$ cat config.mk
export PLATFORM = sky130hd
export DESIGN_NAME = mux_arbiter_flat
export DESIGN_NICKNAME = d
export VERILOG_FILES = /design/src/rtl/mux_arbiter_pkg.sv /design/src/rtl/mux_arbiter_if.sv /design/src/rtl/mux.sv /design/src/rtl/mux_arbiter.sv /design/src/flat_wrapper.sv
export SDC_FILE = /design/constraint.sdc
export NUM_CORES = 1
export LEC_CHECK = 0
export ABC_AREA = 0
export CORE_MARGIN = 1
export CORE_UTILIZATION = 40
export CTS_BUF_LIST = sky130_fd_sc_hd__clkbuf_8 sky130_fd_sc_hd__clkbuf_16
export CTS_CLUSTER_DIAMETER = 80
export DETAILED_ROUTE_END_ITERATION = 10
export GPL_TIMING_DRIVEN = 0
export HOLD_SLACK_MARGIN = 0.05
export PLACE_DENSITY = 0.91
export SLEW_MARGIN = 40
export SYNTH_ARGS = -nofsm -noshare
export SYNTH_HDL_FRONTEND = slang
export SYNTH_SLANG_ARGS = --single-unit
$ cat constraint.sdc
create_clock -name clk -period 3.4 [get_ports clk]
set_input_delay 0.51 -clock clk [delete_from_list [all_inputs] [get_ports clk]]
set_output_delay 0.51 -clock clk [all_outputs]
set_load 0.02 [all_outputs]
$ cat src/rtl/mux_arbiter_pkg.sv
// Shared definitions for the two-requester round-robin mux arbiter.
package mux_arbiter_pkg;

    // Arbiter FSM encoding
    typedef enum logic [1:0] {
        IDLE    = 2'd0,
        GRANT_A = 2'd1,
        GRANT_B = 2'd2
    } state_t;

    // Source tag carried alongside each output beat
    localparam logic OWNER_A = 1'b0;
    localparam logic OWNER_B = 1'b1;

endpackage

$ cat src/rtl/mux_arbiter_if.sv
// Requester and downstream handshake bundle for mux_arbiter.
// master: the side that sources beats and sinks the output; slave: the arbiter.
interface mux_arbiter_if #(
    parameter int unsigned WIDTH = 32
);
    logic             req_a;
    logic [WIDTH-1:0] data_a;
    logic             last_a;
    logic             ack_a;

    logic             req_b;
    logic [WIDTH-1:0] data_b;
    logic             last_b;
    logic             ack_b;

    logic [WIDTH-1:0] out_data;
    logic             out_valid;
    logic             out_ready;
    logic             out_owner;
    logic             busy;

    modport master (
        output req_a, data_a, last_a,
        output req_b, data_b, last_b,
        output out_ready,
        input  ack_a, ack_b,
        input  out_data, out_valid, out_owner, busy
    );

    modport slave (
        input  req_a, data_a, last_a,
        input  req_b, data_b, last_b,
        input  out_ready,
        output ack_a, ack_b,
        output out_data, out_valid, out_owner, busy
    );
endinterface

$ cat src/rtl/mux.sv
// Plain 2:1 datapath mux: sel=0 passes a, sel=1 passes b.
module mux #(
    parameter int unsigned WIDTH = 32
) (
    input  logic [WIDTH-1:0] a,
    input  logic [WIDTH-1:0] b,
    input  logic             sel,
    output logic [WIDTH-1:0] y
);

    // Pure combinational select
    always_comb begin
        y = sel ? b : a;
    end

endmodule

$ cat src/rtl/mux_arbiter.sv
// Round-robin arbiter sharing one datapath mux between requesters A and B.
// One grant per burst; accepted beats land in a single registered output stage
// that drains under a valid/ready handshake.
module mux_arbiter
    import mux_arbiter_pkg::*;
#(
    parameter int unsigned WIDTH     = 32,
    parameter int unsigned MAX_BURST = 4
) (
    input logic          clk,
    input logic          rst,
    mux_arbiter_if.slave bus
);

    localparam int unsigned   CW       = $clog2(MAX_BURST) + 1;
    localparam logic [CW-1:0] CNT_LAST = CW'(MAX_BURST - 1);

    state_t           state_q;
    logic             prio_q;
    logic [CW-1:0]    cnt_q;
    logic [WIDTH-1:0] out_data_q;
    logic             out_valid_q;
    logic             out_owner_q;

    logic             sel;
    logic             space;
    logic             ack_a;
    logic             ack_b;
    logic             ack;
    logic             granted;
    logic             cur_req;
    logic             cur_last;
    logic             other_req;
    logic             burst_end;
    logic [WIDTH-1:0] mux_out;

    mux #(
        .WIDTH(WIDTH)
    ) u_mux (
        .a  (bus.data_a),
        .b  (bus.data_b),
        .sel(sel),
        .y  (mux_out)
    );

    // Grant decode, acks and burst-end detection
    always_comb begin
        granted   = (state_q != IDLE);
        sel       = (state_q == GRANT_B);
        // Output stage can take a beat if empty or draining this cycle
        space     = ~out_valid_q | bus.out_ready;
        ack_a     = (state_q == GRANT_A) & bus.req_a & space;
        ack_b     = (state_q == GRANT_B) & bus.req_b & space;
        ack       = ack_a | ack_b;
        cur_req   = sel ? bus.req_b  : bus.req_a;
        cur_last  = sel ? bus.last_b : bus.last_a;
        other_req = sel ? bus.req_a  : bus.req_b;
        // Withdrawal ends the burst even under backpressure
        burst_end = granted & ((ack & (cur_last | (cnt_q == CNT_LAST))) | ~cur_req);
    end

    // FSM, rotation pointer, beat counter and output register
    always_ff @(posedge clk or posedge rst) begin
        if (rst) begin
            state_q     <= IDLE;
            prio_q      <= 1'b0;
            cnt_q       <= '0;
            out_data_q  <= '0;
            out_valid_q <= 1'b0;
            out_owner_q <= OWNER_A;
        end else begin
            if (ack) begin
                out_data_q  <= mux_out;
                out_owner_q <= sel ? OWNER_B : OWNER_A;
                out_valid_q <= 1'b1;
            end else if (bus.out_ready) begin
                out_valid_q <= 1'b0;
            end

            case (state_q)
                IDLE: begin
                    if (bus.req_a && (!bus.req_b || !prio_q)) begin
                        state_q <= GRANT_A;
                    end else if (bus.req_b) begin
                        state_q <= GRANT_B;
                    end
                end
                GRANT_A, GRANT_B: begin
                    if (burst_end) begin
                        prio_q <= ~sel;
                        cnt_q  <= '0;
                        if (other_req) begin
                            state_q <= sel ? GRANT_A : GRANT_B;
                        end else begin
                            state_q <= IDLE;
                        end
                    end else if (ack) begin
                        cnt_q <= cnt_q + CW'(1);
                    end
                end
                default: state_q <= IDLE;
            endcase
        end
    end

    // Drive the bundle
    assign bus.ack_a     = ack_a;
    assign bus.ack_b     = ack_b;
    assign bus.out_data  = out_data_q;
    assign bus.out_valid = out_valid_q;
    assign bus.out_owner = out_owner_q;
    assign bus.busy      = granted;

endmodule
$ cat src/flat_wrapper.sv
// flat-port wrapper written by rule: the top's interface ports become plain ports
module mux_arbiter_flat import mux_arbiter_pkg::*;
#(
    parameter int unsigned WIDTH     = 32,
    parameter int unsigned MAX_BURST = 4
)
  (clk, rst, bus_req_a, bus_data_a, bus_last_a, bus_req_b, bus_data_b, bus_last_b, bus_out_ready, bus_ack_a, bus_ack_b, bus_out_data, bus_out_valid, bus_out_owner, bus_busy);
  mux_arbiter_if #(.WIDTH(WIDTH)) bus_i ();
  input logic clk;
  input logic rst;
  input wire logic [$bits(bus_i.req_a)-1:0] bus_req_a;
  input wire logic [$bits(bus_i.data_a)-1:0] bus_data_a;
  input wire logic [$bits(bus_i.last_a)-1:0] bus_last_a;
  input wire logic [$bits(bus_i.req_b)-1:0] bus_req_b;
  input wire logic [$bits(bus_i.data_b)-1:0] bus_data_b;
  input wire logic [$bits(bus_i.last_b)-1:0] bus_last_b;
  input wire logic [$bits(bus_i.out_ready)-1:0] bus_out_ready;
  output wire logic [$bits(bus_i.ack_a)-1:0] bus_ack_a;
  output wire logic [$bits(bus_i.ack_b)-1:0] bus_ack_b;
  output wire logic [$bits(bus_i.out_data)-1:0] bus_out_data;
  output wire logic [$bits(bus_i.out_valid)-1:0] bus_out_valid;
  output wire logic [$bits(bus_i.out_owner)-1:0] bus_out_owner;
  output wire logic [$bits(bus_i.busy)-1:0] bus_busy;
  assign bus_i.req_a = bus_req_a;
  assign bus_i.data_a = bus_data_a;
  assign bus_i.last_a = bus_last_a;
  assign bus_i.req_b = bus_req_b;
  assign bus_i.data_b = bus_data_b;
  assign bus_i.last_b = bus_last_b;
  assign bus_i.out_ready = bus_out_ready;
  assign bus_ack_a = bus_i.ack_a;
  assign bus_ack_b = bus_i.ack_b;
  assign bus_out_data = bus_i.out_data;
  assign bus_out_valid = bus_i.out_valid;
  assign bus_out_owner = bus_i.out_owner;
  assign bus_busy = bus_i.busy;
  mux_arbiter #(.WIDTH(WIDTH), .MAX_BURST(MAX_BURST)) u_core (.clk(clk), .rst(rst), .bus(bus_i));
endmodule
After elaboration in Yosys (flattened, before gate mapping) --
Cells that the tools add are included.
Cells by class: $lt $le $gt $ge 0, multipliers 0, div/mod/pow operators 0, shift-type cells 0, add/subtract/negate cells 1, equality and inequality tests 5, muxes and demuxes 15, bitwise operators 13, reduce and logical (&&, ||, !) cells 12
Operator list (number):
- 32-bit 2-to-1 mux | 1
- 2-bit 2-to-1 mux | 5
- 1-bit bitwise AND | 6
- 1-bit 2-to-1 mux | 6
- 3-bit 2-to-1 mux | 2
- 2-bit AND reduction | 3
- 2-bit nonzero test | 3
- 1-bit OR | 4
- 2-bit one-hot mux with 2 select lines | 1
- 3-bit by 1-bit adder with 3-bit output, second input constant | 1
- 3-bit by 2-bit equality test with 1-bit output, second input constant | 1
- 3-bit by 2-bit inequality test with 1-bit output, second input constant | 1
- 1-bit NOT | 3
- 2-bit by 1-bit equality test with 1-bit output, second input constant | 1
- 2-bit equality test, second input constant | 1
- 1-bit zero test | 2
- 2-bit zero test | 1
- 2-bit by 1-bit inequality test with 1-bit output, second input constant | 1
- 2-bit OR reduction | 1
- 1-bit logical AND | 1
- 1-bit logical OR | 1
Storage, ports and cells: register bits after elaboration 40, logic and storage cells 52, latch bits 0, output and inout bits 37, memory bits (writable) 0, memories kept 0, memory bits (read-only) 0

Longest topological paths before layout --
Gate-level depths: netlist of the first run.
depth in word-level cells 9, depth in mapped cells 8, mapped depth without buffers 6

By module --
From an unflattened synthesis of the first run, not the netlist that was laid out.
Second synthesis, totals: cells, all modules 234, area total of the unflattened synthesis 2349.8 um2
Modules (own cells, without submodules):
- mux_arbiter | times used 1, cells an instance 198, sequential area each 1001.0 um2, area an instance 1805.5 um2
- mux | times used 1, cells an instance 36, sequential area each 0.0 um2, area an instance 544.3 um2

Least setup slack after synthesis of the first run --
OpenSTA, ideal clock, no wires.
kind register to register, start point register u_core.state_q[0], end point register u_core.state_q[1], library setup time 0.127 ns, cell stages (with the launch flop) 8, setup slack 1.511 ns, data arrival time 1.762 ns, period minus slack after synthesis 1.889 ns, data required time 3.273 ns, path through dfrtp_1 inv_1 ha_1 buf_6 mux2_4 o211ai_1 a31o_2 mux2_1
Between the ends: word-level cells in the longest chain between the ends 9, elaborated cells on any way between the ends 25
Ends and longest elaborated chain:
- start, declared | line mux_arbiter.sv:18 | state_t state_q;
- start signal, assigned | line mux_arbiter.sv:93 | state_q <= sel ? GRANT_A : GRANT_B;
- 2-bit equality test (*) | line mux_arbiter.sv:49 | sel = (state_q == GRANT_B);
- net u_core.sel | line mux_arbiter.sv:25 | logic sel;
- 1-bit bitwise AND (2 in series) | line mux_arbiter.sv:53 | ack_b = (state_q == GRANT_B) & bus.req_b & space;
- 1-bit OR | line mux_arbiter.sv:54 | ack = ack_a | ack_b;
- 1-bit bitwise AND | line mux_arbiter.sv:59 | burst_end = granted & ((ack & (cur_last | (cnt_q == CNT_LAST))) | ~cur_req);
- 1-bit OR | line mux_arbiter.sv:59
- 1-bit bitwise AND | line mux_arbiter.sv:59
- 2-bit by 1-bit inequality test with 1-bit output (no line)
- 2-bit AND reduction (no line)
Mark *: on every way through the listed nets, which the timed path passes. The rest lies on a longest branch. The select of a mux whose other input is x is not followed. A chain may end at the register's enable or synchronous reset.

Worst setup path after layout of the first run --
start point input bus_out_ready, end point output bus_ack_b
Between the ends: word-level cells in the longest chain between the ends 2
Ends and longest elaborated chain:
- start, declared | line flat_wrapper.sv:17 | input wire logic [$bits(bus_i.out_ready)-1:0] bus_out_ready;
- 1-bit OR | line mux_arbiter.sv:51 | space = ~out_valid_q | bus.out_ready;
- 1-bit bitwise AND | line mux_arbiter.sv:53
- end, declared | line flat_wrapper.sv:19 | output wire logic [$bits(bus_i.ack_b)-1:0] bus_ack_b;
Every way passes these cells.

==> results of run 1 <==
-- placed cells by master (no fill, tap or decap), types with 2 or more instances in the layout --
master,Yosys,routed
a21oi_1,33,33
a22o_1,4,4
and3_1,2,2
buf_2,6,6
buf_4,2,2
clkbuf_1,2,2
clkbuf_8,0,6
clkdlybuf4s50_1,0,107
clkinv_2,0,2
dfrtp_1,40,40
ha_1,7,7
inv_1,7,6
mux2_2,3,3
mux2_4,2,2
mux2i_1,33,33
nand2_1,2,2
nand2b_1,2,2
nor2_1,35,35
-- how the worst max path moves through the flow --
stage	startpoint	slack [ns]	end	cells after the start
floorplan	u_core.state_q[0]	1.51	u_core.state_q[1]	7
global placement	bus_out_ready	0.99	bus_ack_a	4
detailed placement	bus_out_ready	0.98	bus_ack_b	4
CTS	bus_out_ready	0.98	bus_ack_b	4
global route	bus_out_ready	0.93	bus_ack_a	4
finish	bus_out_ready	0.99	bus_ack_b	4
-- power breakdown --
part / switching, uW / internal [uW] / total [uW]
registers: 125 / 701 / 827
logic: 848 / 811 / 1660
clock network: 162 / 162 / 324
-- stage by stage --
step	setup WS, ns	utilization (%)
detailed placement	0.983	67.1
global route	0.933	69.0
floorplan	1.51	-
finish	0.995	69.0
global placement	0.991	66.5
CTS	0.980	69.0
-- metal layers --
| layer | share of wire, % | GRT usage [%] | vias up | wire length [um] |
|---|---|---|---|---|
| li1 | - | - | 893 | - |
| met1 | 42 | 25.1 | 841 | 2160 |
| met2 | 50 | 33.8 | 67 | 2580 |
| met3 | 6.9 | 6.63 | 4 | 352 |
| met4 | 0.76 | 5.01 | 0 | 39 |
| met5 | 0 | 0 | - | 0 |
-- logic make-up after synthesis --
group                      Yosys count  share of synthesized area, %
DFF                                 40                          49.4
muxes                               39                          20.0
AOI/OAI and AO/OA                   44                          12.7
and+or+nand+nor                     44                          9.14
adders and majority gates            7                          4.32
buffers and inverters               18                          4.44
-- flip-flops by register name, summed over array words and instances (netlist names) --
name                  flops
u_core.bus.out_data      32
u_core.bus.out_owner      1
u_core.bus.out_valid      1
u_core.cnt_q              3
u_core.prio_q             1
u_core.state_q            2
-- area by class of cell --
cell class	instances	share of cell area, %
clock inverter	2	0.303
clock buffer	6	2.50
tap	67	2.54
sequential	40	30.3
timing repair buffer	108	33.3
buffer	11	1.93
multi-input combinational	134	28.3
inverter	7	0.796
==> run summary, run 1 <==
status - finished clean
sequential cell area - 1000 um^2
Hold Crit Depth - 1
delay-heaviest family, CP - buffers and inverters
CTS Sinks - 40
HPWL after detailed placement - 3.95 mm
hold_buf cts - 0
core area - 4790 um^2
capturing point of the worst reg2reg path - u_core.state_q[1]
PortBufs - 107
Max Cap Violations - 0
post-synth top area cell - dfrtp_1
FF-to-FF Start - u_core.state_q[0]
final routed DRC violation total - 0
Clock Skew - 0.00299 ns
register area share after synthesis - 49.4%
asr flop ratio synth - 100%
main flop type after synthesis - dfrtp_1
min Tclk post-route - 2.41 ns
Mapped Cells - 192
Pre-Repair DR Iteration Count - 5
placed cell count - 367
pin count of the biggest net entering global routing - 22
cts bufs inserted - 5
die area - 5360 um^2
power density over the cells - 851 nW/um^2
Starting Density - 42.4%
fillers - 406
Synth Cell Area - 2030 um^2
Synth top cells by count - 40 x dfrtp_1, 35 x nor2_1, 33 x a21oi_1, 33 x mux2i_1
post-detailed-route count of antenna-violating nets - 0
post-CTS setup repair buffer count - 0
Hold Path Origin - u_core.cnt_q[1]
DP Area - 3210 um^2
Ant. Diodes - 0
setup TNS - 0 ns
count leader, synth - dfrtp_1
vias per inst - 4.81
Avg WL per Cell - 13.7 um
synthesized flop and latch total - 40
grt ovf - 0
VDD IR-drop max - 0.459 mV
Final Cycle Share - 70.7%
critical path, cell by cell - clkdlybuf4s50_1 -> nand2b_1 -> and3_1 -> clkdlybuf4s50_1
synth top area cells - dfrtp_1 49%, mux2i_1 16%, a21oi_1 8.1%
Reg clk slew, reported paths - 0.08 ns
max_slew headroom - 55.1%
fin cells - 375
Tightest Hold Check Type - reg -> reg
gr usage total - 20.2%
CTS max path bufs - 2
reg2reg setup slack - 1.34 ns
startpoint types - input pin
clock network latency to the later pin of the worst-skew pair - 0.28 ns
# rows - 25
initial antenna violation count - 0
Ports - 108
peak per-stage delay on the critical path - 0.59 ns
WP data required - 2.89 ns
Routed WL - 5.13 mm
Hold EP - u_core.cnt_q[1]
total power - 2810 uW
worst path bufs/invs - 2
root buffer cell - clkbuf_8
final instance area - 3300 um^2
Crit path arrival time - 1.90 ns
RSZ-0062 raised after global routing - false
first-pass GRT wire length - 8.19 mm
CTS tree - built
number of global-route vias before repair - 1803
layout cells sized above 1 - 8.44%
worst reg2reg path depth - 7
CTS HTree Levels - 2
Die X - 73.2 um
syn avg cell area - 10.6 um^2
Synth warnings - 0
Hold Vio Cnt, Final - 0
Detailed Route Iter0 Violations - 41
Critical-path top delay cell - clkdlybuf4s50_1
Syn-to-layout area delta - 62.9%
crit end category - output port
crit path max fanout - 5
Leak - 0.00142 uW
RePlAce Congestion - 0.797
syn_nets - 270
Post-synth EDFFs - 0
critical path's most frequent cell - clkdlybuf4s50_1
nets - 385
Yosys top cell area share - 49.4%
Vias - 1805
die height - 73.2 um
worst-margin pin slew - 0.674 ns
endpoints failing setup - 0
area of the multi-input gates - 936 um^2
hold slack - 0.516 ns
Synth cell types - 27
Fmax achieved - 0.416 GHz
crit path kind - in -> out
Slew Limit Fails - 0
Resized cells post-CTS - 0
Note: power is estimated with default switching activity, not from simulation.
==> run 2: changes to the inputs <==
CORE_UTILIZATION = 35   (was 40)
PLACE_DENSITY = 0.85   (was 0.91)
clock period = 2.1 ns   (was 3.4 ns; I/O delays follow)
==> run 2 against run 1 <==
Wire length up 0.92%. Worst setup slack got worse by 0.94 ns. Flip-flop and latch count stayed put. Combinational power increased by 63%. Critical endpoint is now u_core.state_q[1]. Largest cell class unchanged. Largest power group unchanged. Highest routed layer unchanged.
==> run summary, run 2 (synthesis gave the netlist of run 1 again) <==
final routed DRC violation total - 0 (unchanged)
power density over the cells - 1400 nW/um^2 (+64%)
post-detailed-route count of antenna-violating nets - 0 (unchanged)
critical path, cell by cell - inv_2 -> ha_1 -> buf_6 -> mux2_4 -> o211ai_1 -> a31o_2 -> mux2_1
commonest non-fill, non-tap cell in the layout - clkdlybuf4s50_1
Routed WL - 5.18 mm (+0.92%)
Clock Skew - 0.00448 ns (+0.00149 ns)
VDD IR-drop max - 0.700 mV (+53%)
Reg clk slew, reported paths - 0.08 ns (about the same)
crit end category - flip-flop
Max Cap Violations - 0 (unchanged)
status - finished clean
gr usage total - 17.8% (-2.4 points)
Tightest Hold Check Type - in -> async
Syn-to-layout area delta - 64.2%
Pre-Repair DR Iteration Count - 4 (-1)
die height - 78.1 um (+6.7%)
area of the multi-input gates - 936 um^2 (unchanged)
# rows - 27 (+8.0%)
grt ovf - 0 (unchanged)
number of global-route vias before repair - 1816 (+0.72%)
delay-heaviest family, CP - multiplexers
cts bufs inserted - 5 (unchanged)
nets - 387 (+0.52%)
Final Cycle Share - 97.4%
die area - 6100 um^2 (+14%)
CTS max path bufs - 2 (unchanged)
worst-margin pin slew - 0.680 ns (+0.00625 ns)
FF-to-FF Start - u_core.state_q[0]
Detailed Route Iter0 Violations - 49 (+20%)
Critical-path top delay cell - dfrtp_1
crit path max fanout - 8 (+3)
Ant. Diodes - 0 (unchanged)
Vias - 1827 (+1.2%)
Avg WL per Cell - 13.6 um (-0.93%)
PortBufs - 107 (unchanged)
total power - 4660 uW (+66%)
endpoints failing setup - 0 (unchanged)
first-pass GRT wire length - 8.37 mm (+2.2%)
worst path bufs/invs - 2 (unchanged)
setup TNS - 0 ns (unchanged)
Starting Density - 36.6% (-5.8 points)
CTS Sinks - 40 (unchanged)
core area - 5540 um^2 (+16%)
most frequent cells in the layout - 104 x clkdlybuf4s50_1, 40 x dfrtp_1, 35 x nor2_1
pin count of the biggest net entering global routing - 41 (+86%)
Fmax achieved - 0.489 GHz
HPWL after detailed placement - 3.90 mm (-1.2%)
Die X - 78.1 um (+6.7%)
RePlAce Congestion - 0.807 (+1.2%)
max reg flops - 32 (unchanged)
Slew Limit Fails - 0 (unchanged)
clock network latency to the later pin of the worst-skew pair - 0.29 ns (about the same)
min Tclk post-route - 2.05 ns
layout cells sized above 1 - 9.35% (+0.91 points)
hold_buf cts - 0 (unchanged)
startpoint types - flip-flop
Ports - 108 (unchanged)
peak per-stage delay on the critical path - 0.42 ns (-0.17 ns)
fillers - 516 (+27%)
WP data required - 2.27 ns (-0.62 ns)
critical path launch point - u_core.state_q[0]
Crit path arrival time - 2.22 ns (+0.32 ns)
CTS HTree Levels - 2 (unchanged)
max_slew headroom - 54.7% (-0.42 points)
Hold Vio Cnt, Final - 0 (unchanged)
crit path kind - reg -> reg
CTS tree - built
vias per inst - 4.78 (-0.64%)
Leak - 0.00145 uW (+2.5%)
sequential cell area - 1000 um^2 (unchanged)
initial antenna violation count - 0 (unchanged)
root buffer cell - clkbuf_8
[run 2: routing by layer]
metal | vias up | track usage [%] | wire (um)
met1 | 860 | 19.7 | 2050
met3 | 2 | 6.74 | 418
met2 | 67 | 31.8 | 2680
li1 | 898 | - | -
met5 | - | 0 | 0
met4 | 0 | 5.00 | 24
[run 2: cell type report]
cell class / count / area share [%]
Buffer: 11 / 1.92
Clock buffer: 5 / 2.07
Clock inverter: 3 / 1.28
Inverter: 7 / 0.865
Multi-Input combinational cell: 134 / 28.1
Sequential cell: 40 / 30.1
Tap cell: 72 / 2.71
Timing Repair Buffer: 110 / 33.0
[run 2: path summary, 6_finish.rpt]
| check | slack [ns] | cells past startpoint | to |
|---|---|---|---|
| worst max-delay path | 0.05 | 7 | u_core.state_q[1] |
| worst min-delay path | 0.42 | 2 | u_core.bus.out_data[10] |
| worst max register to register | 0.05 | 7 | u_core.state_q[1] |
| worst min register to register | 0.52 | 1 | u_core.bus.out_owner |
| max in group asynchronous | 1.32 | 2 | u_core.bus.out_data[30] |
| min in group clk | 0.52 | 1 | u_core.bus.out_owner |
[run 2: worst register-to-register path, cell delays in order (launching register included)]
cell and delay (ns):
dfrtp_1 0.42, inv_2 0.10, ha_1 0.17, buf_6 0.14, mux2_4 0.31, o211ai_1 0.24
a31o_2 0.22, mux2_1 0.32
[run 2: report_power, final]
part / leakage, uW / internal [uW] / switching [uW]
clock: 0.0000541 / 351 / 265
combinational: 0.000947 / 1330 / 1370
sequential: 0.000454 / 1140 / 204
total: 0.00145 / 2820 / 1840
[run 2: what timing repair did]
item,CTS,global route
pin swaps,0,2
endpoints found under the setup margin,1,3
hold endpoints to repair,0,0
resized for setup,1,3
buffers inserted,0,3
[run 2: per-stage QoR]
stage | utilization (%) | area [um^2] | hold slack [ns] | worst slack [ns] | std cells
3_5_place_dp | 57.6 | 3190 | 0.502 | 0.00292 | 371
3_3_place_gp | 57.5 | 3190 | 0.490 | 0.0148 | 371
5_1_grt | 60.1 | 3330 | 0.470 | -0.0257 | 382
2_1_floorplan | - | 2030 | 0.473 | 0.211 | 192
6_report | 60.1 | 3330 | 0.421 | 0.0536 | 382
4_1_cts | 59.6 | 3300 | 0.434 | 0.0198 | 379
